[config.mk]
export PLATFORM = sky130hd
export DESIGN_NAME = ripple_count_snapshot_flat
export DESIGN_NICKNAME = d
export VERILOG_FILES = /design/src/rtl/ripple_count_snapshot_if.sv /design/src/rtl/ripple_count_snapshot.sv /design/src/flat_wrapper.sv
export SDC_FILE = /design/constraint.sdc
export NUM_CORES = 1
export LEC_CHECK = 0
export BUFFER_PORTS_ARGS = -buffer_cell sky130_fd_sc_hd__buf_2
export CORE_ASPECT_RATIO = 0.6
export CORE_MARGIN = 3
export CORE_UTILIZATION = 47
export CTS_CLUSTER_DIAMETER = 30
export DETAILED_ROUTE_END_ITERATION = 6
export PLACE_DENSITY_LB_ADDON = 0.3
export SYNTH_ARGS = -nofsm -noshare
export SYNTH_HDL_FRONTEND = slang
export SYNTH_SLANG_ARGS = --single-unit
[constraint.sdc]
create_clock -name clk_i -period 1.6 [get_ports clk_i]
set_input_delay 0.4 -clock clk_i [delete_from_list [all_inputs] [get_ports clk_i]]
set_output_delay 0.4 -clock clk_i [all_outputs]
set_load 0.02 [all_outputs]
[src/rtl/ripple_count_snapshot_if.sv]
// ripple_count_snapshot_if: count, request and snapshot handshake signals of the ripple-count capture stage
interface ripple_count_snapshot_if #(parameter int WIDTH = 4);
    logic [WIDTH-1:0] cnt_i;
    logic [WIDTH-1:0] cmp_i;
    logic             snap_req_i;
    logic             snap_ready_i;
    logic [WIDTH-1:0] snap_o;
    logic             snap_valid_o;
    logic             match_o;
    logic             wrap_o;
    logic             stale_o;
    logic             busy_o;
    modport master (
        output cnt_i, cmp_i, snap_req_i, snap_ready_i,
        input  snap_o, snap_valid_o, match_o, wrap_o, stale_o, busy_o
    );
    modport slave (
        input  cnt_i, cmp_i, snap_req_i, snap_ready_i,
        output snap_o, snap_valid_o, match_o, wrap_o, stale_o, busy_o
    );
endinterface

[src/rtl/ripple_count_snapshot.sv]
// ripple_count_snapshot: synchronise a ripple count, wait to settle, capture two identical samples, offer via valid/ready
module ripple_count_snapshot #(
    parameter int WIDTH     = 4,
    parameter int SETTLE    = 2,
    parameter int MAX_RETRY = 8
) (
    input logic                    clk_i,
    input logic                    rst_ni,
    ripple_count_snapshot_if.slave bus
);
    localparam int WW = SETTLE > 1 ? $clog2(SETTLE) : 1;
    localparam int RW = $clog2(MAX_RETRY);
    typedef enum logic [1:0] {S_IDLE, S_SETTLE, S_SAMPLE, S_HOLD} state_t;
    state_t           state_q, state_d;
    logic [WIDTH-1:0] s1_q, s_q, p_q;
    logic [WIDTH-1:0] last_q, last_d, snap_q, snap_d;
    logic [WW-1:0]    wait_q, wait_d;
    logic [RW-1:0]    retry_q, retry_d;
    logic             match_q, match_d, wrap_q, wrap_d, stale_q, stale_d;
    logic             capture;
    // a capture is forced once the retry budget is spent, flagged through stale
    assign capture = (s_q == p_q) || (retry_q == RW'(MAX_RETRY - 1));
    always_comb begin
        state_d = state_q;
        wait_d  = wait_q;
        retry_d = retry_q;
        last_d  = last_q;
        snap_d  = snap_q;
        match_d = match_q;
        wrap_d  = wrap_q;
        stale_d = stale_q;
        case (state_q)
            S_IDLE: if (bus.snap_req_i) begin
                state_d = S_SETTLE;
                wait_d  = '0;
                retry_d = '0;
            end
            S_SETTLE: begin
                wait_d  = wait_q + 1'b1;
                state_d = (wait_q == WW'(SETTLE - 1)) ? S_SAMPLE : S_SETTLE;
            end
            S_SAMPLE: if (capture) begin
                snap_d  = s_q;
                match_d = s_q == bus.cmp_i;
                wrap_d  = s_q < last_q;
                last_d  = s_q;
                stale_d = s_q != p_q;
                state_d = S_HOLD;
            end else begin
                retry_d = retry_q + 1'b1;
            end
            S_HOLD: state_d = bus.snap_ready_i ? S_IDLE : S_HOLD;
        endcase
    end
    always_ff @(posedge clk_i or negedge rst_ni) begin
        if (!rst_ni) begin
            state_q <= S_IDLE;
            s1_q    <= '0;
            s_q     <= '0;
            p_q     <= '0;
            last_q  <= '0;
            wait_q  <= '0;
            retry_q <= '0;
            snap_q  <= '0;
            match_q <= 1'b0;
            wrap_q  <= 1'b0;
            stale_q <= 1'b0;
        end else begin
            state_q <= state_d;
            s1_q    <= bus.cnt_i;
            s_q     <= s1_q;
            p_q     <= s_q;
            last_q  <= last_d;
            wait_q  <= wait_d;
            retry_q <= retry_d;
            snap_q  <= snap_d;
            match_q <= match_d;
            wrap_q  <= wrap_d;
            stale_q <= stale_d;
        end
    end
    assign bus.snap_o       = snap_q;
    assign bus.snap_valid_o = state_q == S_HOLD;
    assign bus.match_o      = match_q;
    assign bus.wrap_o       = wrap_q;
    assign bus.stale_o      = stale_q;
    assign bus.busy_o       = state_q != S_IDLE;
endmodule

[src/flat_wrapper.sv]
// flat-port wrapper written by rule: the top's interface ports become plain ports
module ripple_count_snapshot_flat 
#(
    parameter int WIDTH     = 4,
    parameter int SETTLE    = 2,
    parameter int MAX_RETRY = 8
)
  (clk_i, rst_ni, bus_cnt_i, bus_cmp_i, bus_snap_req_i, bus_snap_ready_i, bus_snap_o, bus_snap_valid_o, bus_match_o, bus_wrap_o, bus_stale_o, bus_busy_o);
  ripple_count_snapshot_if #(.WIDTH(WIDTH)) bus_i ();
  input logic clk_i;
  input logic rst_ni;
  input wire logic [$bits(bus_i.cnt_i)-1:0] bus_cnt_i;
  input wire logic [$bits(bus_i.cmp_i)-1:0] bus_cmp_i;
  input wire logic [$bits(bus_i.snap_req_i)-1:0] bus_snap_req_i;
  input wire logic [$bits(bus_i.snap_ready_i)-1:0] bus_snap_ready_i;
  output wire logic [$bits(bus_i.snap_o)-1:0] bus_snap_o;
  output wire logic [$bits(bus_i.snap_valid_o)-1:0] bus_snap_valid_o;
  output wire logic [$bits(bus_i.match_o)-1:0] bus_match_o;
  output wire logic [$bits(bus_i.wrap_o)-1:0] bus_wrap_o;
  output wire logic [$bits(bus_i.stale_o)-1:0] bus_stale_o;
  output wire logic [$bits(bus_i.busy_o)-1:0] bus_busy_o;
  assign bus_i.cnt_i = bus_cnt_i;
  assign bus_i.cmp_i = bus_cmp_i;
  assign bus_i.snap_req_i = bus_snap_req_i;
  assign bus_i.snap_ready_i = bus_snap_ready_i;
  assign bus_snap_o = bus_i.snap_o;
  assign bus_snap_valid_o = bus_i.snap_valid_o;
  assign bus_match_o = bus_i.match_o;
  assign bus_wrap_o = bus_i.wrap_o;
  assign bus_stale_o = bus_i.stale_o;
  assign bus_busy_o = bus_i.busy_o;
  ripple_count_snapshot #(.WIDTH(WIDTH), .SETTLE(SETTLE), .MAX_RETRY(MAX_RETRY)) u_core (.clk_i(clk_i), .rst_ni(rst_ni), .bus(bus_i));
endmodule
==> impl_metrics.yaml, run 1 <==
floorplanning:
  ios: 21
  fp.dieW_um: 68.7
  core_area_mm2: 0.00203
  initial_core_util_pct: 54.6
  die_h_um: 43.6
  rows: 12
  die-area_mm2: 0.00299
clock_tree:
  path_clk_slew_ns: 0.08
  cts-root-buf: "clkbuf_8"
  cts.path.max_buffers: 2
  htree_levels: 1
  numCtsBuffers: 3
  clk_latency_ns: 0.27
  cts_sinks: 25
  cts_tree: "built"
detailed_routing:
  met1Wirelength_mm: 1.15
  wl_met2_mm: 1.19
  wl_per_cell_um: 16.5
  vias: 825
  dr.max_layer_used: "met4"
  drt-total-wl_mm: 2.56
  via_per_inst: 5.32
  drc_errors: 0
  dr.pass1.iters: 4
  wl_met3_um: 157
  drt_iter0_markers: 74
  postRouteAntennaNets: 0
cells_and_area:
  drive_gt1_share_pct: 44.1
  final_area_mm2: 0.00145
  final_nets: 145
  post-route-util_pct: 71.4
  syn_to_final_growth_pct: 30.7
  diodes: 0
synthesis:
  synthArstFlopShare_pct: 100
  synth.avg_cell_area_um2: 12.4
  synth_ff_type: "dfrtp_1"
  synthDistinctLibCells: 28
  ys_top_cells_by_count: "25 x dfrtp_1, 7 x nor2_1, 6 x nand2_1"
  synth-seq-cells: 25
  synth.top_cell.area_share_pct: 56.5
  syn-num-nets: 106
  synth_area_mm2: 0.00111
  yosysMostFrequentCell: "dfrtp_1"
  yosysWarnings: 0
  synthTopCellsByArea: "dfrtp_1 56%, ha_1 5.6%, mux2_4 4.1%"
  synth_area_leader_cell: "dfrtp_1"
  synth_cells: 89
  synth_seq_area_share_pct: 56.5
  synth-edff-count: 0
timing:
  relSlewSlack_pct: 64.3
  timing.final.crit_share_pct: 103
  tightest_slew_ns: 0.535
  maxSlewViolCount: 0
  fin_ws_ns: -0.0496
  skew_ns: 0.00126
  rsz0062_at_grt: "yes"
  fmax_ghz: 0.606
  setup_violations: 4
  period_needed_ns: 1.65
  finalHoldViolations: 0
critical_path:
  cp.required_ns: 1.76
  path_cells: "xnor2_2, a41oi_4, nor3_4, mux2_4"
  reg2reg_from: "u_core.p_q[3]"
  crit_path_start_kind: "register"
  arrival_ns: 1.81
  cpPeakStageDelay_ns: 0.41
  reg2reg_setup_slack_ns: -0.05
  worst-path-max-fanout: 5
  end_kind: "register"
  worstSetupStartpoint: "u_core.p_q[3]"
  crit_type: "register to register"
  slowest_stage: "dfrtp_1"
global_route:
  grt_max_degree: 26
  grt_pass1_wl_mm: 3.88
  antenna_found_initial: 0
  gr-total-overflow: 0
  grt_pass1_vias: 833
  grt_util_all_layers_pct: 18.4
hold_path:
  hold_class: "primary input to async pin"
place:
  hpwl_mm: 1.87
  globalplace.congestion: 0.802
  placed_area_mm2: 0.00133
  port_buffers: 20
status:
  status: "finished with violations"
  violations: "negative setup slack"
job:
  max-cap-violations: 0
pwr:
  vdd_drop_max_mv: 0.764
  totalPowerFinal_mw: 2.34
  p_leak_nw: 0.701
  power_density_mw_per_mm2: 1620
where the power goes:
part	total [mW]	internal [mW]	switching [mW]	leakage, nW
combinational	1.04	0.471	0.572	0.371
sequential	0.933	0.790	0.143	0.305
clock	0.365	0.174	0.191	0.0255
total	2.34	1.43	0.906	0.701
layout make-up:
type	count	area [µm²]
multi-input combinational	57	498
fill	142	579
sequential	25	626
clock buffer	3	41.3
inverter	5	18.8
timing repair buffer	36	224
clock inverter	1	5.00
tap	28	35.0
placed cells by master, fill, tap and decap left out, types with 2 or more instances in the layout:
| cell | instances |
|---|---|
| buf_4 | 15 |
| xnor2_2 | 4 |
| nand2_1 | 5 |
| a32o_1 | 2 |
| o22ai_1 | 2 |
| nor2_1 | 5 |
| a21oi_1 | 5 |
| buf_2 | 20 |
| nor2_2 | 2 |
| mux2i_1 | 2 |
| clkbuf_8 | 3 |
| and2_1 | 3 |
| ha_1 | 3 |
| o21ai_0 | 3 |
| xor2_1 | 4 |
| inv_1 | 4 |
| dfrtp_1 | 25 |
| mux2_4 | 3 |
per-stage QoR:
step	TNS (ns)	setup WS, ns	cells	hold slack (ns)
global placement	0	0.0244	146	0.334
CTS	-0.0894	-0.0357	153	0.118
finish	-0.149	-0.0496	155	0.101
global route	-0.537	-0.102	155	0.142
floorplan	-0.0254	-0.00846	89	0.104
detailed placement	-0.126	-0.0346	146	0.339
layer usage:
| metal | vias up | GRT usage, % |
|---|---|---|
| met2 | 33 | 27.9 |
| li1 | 385 | - |
| met1 | 399 | 24.6 |
| met3 | 8 | 5.70 |
| met5 | - | 0 |
| met4 | 0 | 7.11 |
registers in the layout, indices dropped and copies added (netlist names):
name and flops:
u_core.last_q 4, u_core.p_q 4, u_core.s1_q 4, u_core.s_q 4, u_core.retry_q 3, u_core.state_q 2
u_core.bus.match_o 1, u_core.bus.stale_o 1, u_core.bus.wrap_o 1, u_core.wait_q 1
timing repair:
| item | in CTS | in global routing |
|---|---|---|
| hold buffers | 0 | 0 |
| pin swaps | 3 | 1 |
| resized for setup | 4 | 3 |
| setup endpoints to repair | 7 | 10 |
| buffers inserted | 3 | 2 |
cell families (layout without fill, tap and decap cells):
kind of cell / count (synthesis) / after routing / share of synthesized area (%)
DFF: 25 / 25 / 56.5
and+or+nand+nor: 21 / 21 / 9.72
AOI/OAI and AO/OA: 18 / 18 / 12.1
xor gates and xnor gates: 8 / 8 / 7.68
buffers and inverters: 7 / 45 / 2.48
adders and majority gates: 5 / 5 / 5.65
muxes: 5 / 5 / 5.88
critical path, delay by kind of cell (launching register included):
family	cells	cell delay, ns
AOI/OAI and AO/OA	1	0.22
xor gates and xnor gates	1	0.26
DFF	1	0.41
muxes	1	0.33
and+or+nand+nor	1	0.31
worst paths after layout:
kind                                            to  cells after the start
worst max-delay path            u_core.bus.match_o                      4
worst min-delay path             u_core.state_q[1]                      1
worst max register to register  u_core.bus.match_o                      4
worst min register to register       u_core.s_q[3]                      0
max in group asynchronous           u_core.s1_q[2]                      1
min in group clk_i                  u_core.s1_q[3]                      1
(Power assumes the default switching activity.)
==> inputs of run 2 (changes only) <==
Settings changed: CTS_BUF_LIST set to sky130_fd_sc_hd__clkbuf_2.
==> run 2 against run 1 <==
The flow still finishes with violations (negative setup slack). First-iteration DRC count increased by 18%. Fmax fell by 0.39%. Non-clock buffer count is 7 higher. Critical path depth unchanged. Power up 3.4%. Global-route usage rose by 0.99 points. Sequential power increased by 0.4%. Final area increased by 4.6%. Largest cell class unchanged. Sequential share of layout area decreased by 1.8 points. Clock skew is essentially flat. Via count rose by 7.2%.
==> impl_metrics.yaml, run 2 (synthesis results as in run 1) <==
clock_tree:
  path_clk_slew_ns: 0.22
  cts-root-buf: "clkbuf_2"
  clk_latency_ns: 0.35
  htree_levels: 1
  cts_tree: "built"
  cts.path.max_buffers: 2
  numCtsBuffers: 3
  cts_sinks: 25
pwr:
  power_density_mw_per_mm2: 1600
  p_leak_nw: 0.733
  vdd_drop_max_mv: 0.664
  totalPowerFinal_mw: 2.42
critical_path:
  worst-path-max-fanout: 5
  reg2reg_from: "u_core.s_q[3]"
  crit_buf_inv: 0
  reg2reg_setup_slack_ns: -0.06
  r2r_cells: 4
  cp.required_ns: 1.87
  end_kind: "register"
  crit_type: "register to register"
  critPathTopFamily: "flip-flops"
  crit_path_start_kind: "register"
  cpPeakStageDelay_ns: 0.46
  path_cells: "xnor2_2, a41oi_4, nor3_4, mux2_4"
  rr_endpoint: "u_core.bus.wrap_o"
  arrival_ns: 1.93
  slowest_stage: "dfrtp_1"
global_route:
  grt_max_degree: 26
  grt_pass1_vias: 851
  grt_util_all_layers_pct: 19.4
  antenna_found_initial: 0
  grt_pass1_wl_mm: 4.06
  gr-total-overflow: 0
floorplanning:
  ios: 21
  core_area_mm2: 0.00203
  die-area_mm2: 0.00299
  initial_core_util_pct: 54.6
  rows: 12
  fp.dieW_um: 68.7
  die_h_um: 43.6
cells_and_area:
  diodes: 0
  multi_input_area_um2: 518
  fill_cells: 130
  syn_to_final_growth_pct: 36.7
  final_nets: 152
  final_area_mm2: 0.00151
  seqCellArea_um2: 627
  mostFrequentLayoutCell: "dfrtp_1"
  drive_gt1_share_pct: 49.3
  final_cell_mix: "24 x dfrtp_1, 20 x buf_4, 18 x buf_2"
timing:
  relSlewSlack_pct: 63.6
  timing.final.crit_share_pct: 104
  fmax_ghz: 0.604
  tns_ns: -0.184
  setup_violations: 5
  finalHoldViolations: 0
  skew_ns: 0.00157
  rsz0062_at_grt: "yes"
  maxSlewViolCount: 0
  fin_ws_ns: -0.0562
  tightest_slew_ns: 0.546
  period_needed_ns: 1.66
detailed_routing:
  vias: 884
  dr.pass1.iters: 4
  drt-total-wl_mm: 2.81
  drt_iter0_markers: 87
  drc_errors: 0
  postRouteAntennaNets: 0
  via_per_inst: 5.46
  wl_per_cell_um: 17.4
status:
  status: "finished with violations"
  violations: "negative setup slack"
hold_path:
  hp-start: "bus_cnt_i[2]"
  hold_depth: 1
  hold_class: "primary input to register"
  holdPathEnd: "u_core.s1_q[2]"
place:
  globalplace.congestion: 0.802
  hpwl_mm: 1.87
  placed_area_mm2: 0.00133
  port_buffers: 20
job:
  max-cap-violations: 0
==> run 2: metrics by stage <==
stage | cells | hold WS, ns | setup slack, ns | util [%]
floorplan | 89 | 0.104 | -0.00846 | -
global placement | 146 | 0.334 | 0.0244 | 65.8
detailed placement | 146 | 0.339 | -0.0346 | 65.8
CTS | 157 | 0.107 | -0.0376 | 71.5
global route | 162 | 0.0740 | -0.123 | 74.7
finish | 162 | 0.127 | -0.0562 | 74.7
==> run 2: repair_timing <==
action,4_1_cts,5_1_grt
hold buffers,1,0
gates cloned,0,0
pin swaps,4,2
setup endpoints to repair,10,10
resized for setup,11,6
endpoints found under the hold margin,19,0
setup buffers,6,5
==> run 2: layer usage <==
| metal | vias up | GRT usage [%] | part of all wire [%] |
|---|---|---|---|
| li1 | 400 | - | - |
| met1 | 417 | 26.6 | 40 |
| met2 | 55 | 29.2 | 48 |
| met3 | 12 | 6.22 | 8.8 |
| met4 | 0 | 5.93 | 2.3 |
| met5 | - | 0 | 0 |
==> run 2: how the worst max path moves through the flow <==
stage               slack (ns)  depth (start not counted)         startpoint                  to
finish                   -0.06                          4      u_core.s_q[3]   u_core.bus.wrap_o
global route             -0.12                          4      u_core.s_q[2]   u_core.bus.wrap_o
CTS                      -0.04                          4      u_core.p_q[3]  u_core.bus.match_o
detailed placement       -0.03                          4      u_core.p_q[2]  u_core.bus.match_o
global placement          0.02                          6  u_core.retry_q[0]   u_core.retry_q[0]
floorplan               -0.008                          4      u_core.s_q[2]  u_core.bus.match_o
==> run 2: worst register-to-register path, cell delays in order (launching register included) <==
cell,delay (ns)
dfrtp_1,0.46
xnor2_2,0.26
a41oi_4,0.22
nor3_4,0.30
mux2_4,0.34
==> run 2: report_power, final <==
part / internal, mW / switching, mW / total [mW]
logic: 0.603 / 0.639 / 1.24
registers: 0.791 / 0.145 / 0.937
clock network: 0.0566 / 0.186 / 0.243
total: 1.45 / 0.970 / 2.42
==> run 2: final cells by class <==
| type | instances | area share, % |
|---|---|---|
| Sequential cell | 25 | 41.4 |
| Multi-Input combinational cell | 57 | 34.2 |
| Timing Repair Buffer | 43 | 19.5 |
| Tap cell | 28 | 2.31 |
| Inverter | 5 | 1.24 |
| Clock buffer | 3 | 0.992 |
| Clock inverter | 1 | 0.331 |
==> inputs of run 3 (changes only) <==
Settings changed: RECOVER_POWER set to 100.
==> run 3 against run 2 <==
The flow still finishes with violations (negative setup slack). Combinational power hardly changed. Die area stayed put. Highest routed layer unchanged. Final cell count stayed put. Critical path depth stayed put. Critical path type unchanged. Largest cell class unchanged. Power is 0.19% lower. Fmax is 0.52% higher.
==> impl_metrics.yaml, run 3 (synthesis results as in run 1) <==
status:
  status: "finished with violations"
  violations: "negative setup slack"
job:
  max-cap-violations: 0
detailed_routing:
  dr.max_layer_used: "met4"
  wl_met3_um: 162
  postRouteAntennaNets: 0
  drt-total-wl_mm: 2.80
  met1Wirelength_mm: 1.21
  wl_met2_mm: 1.37
  via_per_inst: 5.50
  drt_iter0_markers: 77
  vias: 891
  dr.pass1.iters: 4
  drc_errors: 0
  wl_per_cell_um: 17.3
cells_and_area:
  diodes: 0
  mostFrequentLayoutCell: "dfrtp_1"
  syn_to_final_growth_pct: 35.7
  final_nets: 152
  drive_gt1_share_pct: 47.0
  fill_cells: 136
  post-route-util_pct: 74.1
  instances_no_fill: 162
  final_cell_mix: "24 x dfrtp_1, 18 x buf_2, 17 x buf_4"
critical_path:
  slowest_stage: "dfrtp_1"
  crit_buf_inv: 0
  critPathTopFamily: "flip-flops"
  worst-path-max-fanout: 5
  cpPeakStageDelay_ns: 0.46
  path_cells: "xnor2_2, a41oi_4, nor3_4, mux2_4"
  arrival_ns: 1.91
  crit_type: "register to register"
  cp.required_ns: 1.86
  crit_path_start_kind: "register"
  end_kind: "register"
floorplanning:
  core_area_mm2: 0.00203
  ios: 21
  die-area_mm2: 0.00299
  rows: 12
  initial_core_util_pct: 54.6
  fp.dieW_um: 68.7
  die_h_um: 43.6
clock_tree:
  path_clk_slew_ns: 0.22
  cts_sinks: 25
  cts_tree: "built"
  clk_latency_ns: 0.34
  cts-root-buf: "clkbuf_2"
  numCtsBuffers: 3
  cts.path.max_buffers: 2
  htree_levels: 1
place:
  dpl.cell_count: 146
  hpwl_mm: 1.87
  port_buffers: 20
  globalplace.congestion: 0.802
global_route:
  grt_pass1_wl_mm: 4.06
  grt_max_degree: 26
  grt_pass1_vias: 851
  grt_util_all_layers_pct: 19.4
  antenna_found_initial: 0
  gr-total-overflow: 0
pwr:
  p_leak_nw: 0.722
  power_density_mw_per_mm2: 1610
  totalPowerFinal_mw: 2.42
  vdd_drop_max_mv: 0.667
timing:
  relSlewSlack_pct: 64.3
  tightest_slew_ns: 0.535
  fin_ws_ns: -0.0476
  finalHoldViolations: 0
  period_needed_ns: 1.65
  rsz0062_at_grt: "yes"
  tns_ns: -0.160
  maxSlewViolCount: 0
  skew_ns: 0.00172
  timing.final.crit_share_pct: 103
  fmax_ghz: 0.607
  setup_violations: 4
hold_path:
  hold_class: "primary input to register"
run 3: cell types whose count changed in the layout (fill, tap and decap cells not counted), sizes merged:
cell	change
buf	-3
clkbuf	+3
run 3: what timing repair did:
action / 4_1_cts / 5_1_grt
hold buffers: 1 / 0
endpoints found under the setup margin: 10 / 10
setup buffers: 6 / 5
gates resized for setup: 11 / 6
hold endpoints to repair: 19 / 0
pin swaps: 4 / 2
run 3: worst paths after layout:
path / start / to / slack (ns) / depth (start not counted)
setup / recovery: u_core.s_q[2] / u_core.bus.wrap_o / -0.05 / 4
hold / removal: bus_cnt_i[2] / u_core.s1_q[2] / 0.14 / 1
setup reg to reg: u_core.s_q[2] / u_core.bus.wrap_o / -0.05 / 4
hold reg to reg: u_core.s1_q[3] / u_core.s_q[3] / 0.38 / 0
max in group asynchronous: rst_ni / u_core.state_q[0] / 0.69 / 2
min in group asynchronous: rst_ni / u_core.state_q[1] / 0.54 / 2
run 3: cell type report:
type | count | area, µm² | share of cell area (%)
repair buffers | 43 | 284 | 18.9
well taps | 28 | 35.0 | 2.33
clock inverters | 1 | 5.00 | 0.333
flip-flops and latches | 25 | 627 | 41.7
inverters | 5 | 18.8 | 1.25
clock buffers | 3 | 15.0 | 0.999
multi-input cells | 57 | 518 | 34.5
run 3: report_power, final:
group | internal [mW] | switching [mW] | leakage [nW]
registers | 0.791 | 0.146 | 0.304
clock network | 0.0567 | 0.183 | 0.0164
logic | 0.600 | 0.639 | 0.403
total | 1.45 | 0.968 | 0.722
run 3: worst register-to-register path: stages (launching register included):
cell and delay (ns):
dfrtp_1 0.46, xnor2_2 0.26, a41oi_4 0.21, nor3_4 0.30
mux2_4 0.34
run 3: per-stage QoR:
stage | hold WS, ns | worst slack [ns] | instance area, µm²
after global placement | 0.334 | 0.0244 | 1330
after detailed placement | 0.339 | -0.0346 | 1330
after CTS | 0.107 | -0.0376 | 1450
final | 0.136 | -0.0476 | 1500
after global routing | 0.0740 | -0.122 | 1500
after floorplan | 0.104 | -0.00846 | 1120
run 3: routing by layer:
metal  vias to the layer above  GRT usage, %
li1                        403             -
met1                       431          26.6
met2                        47          29.2
met3                        10          6.22
met4                         0          5.93
met5                         -             0
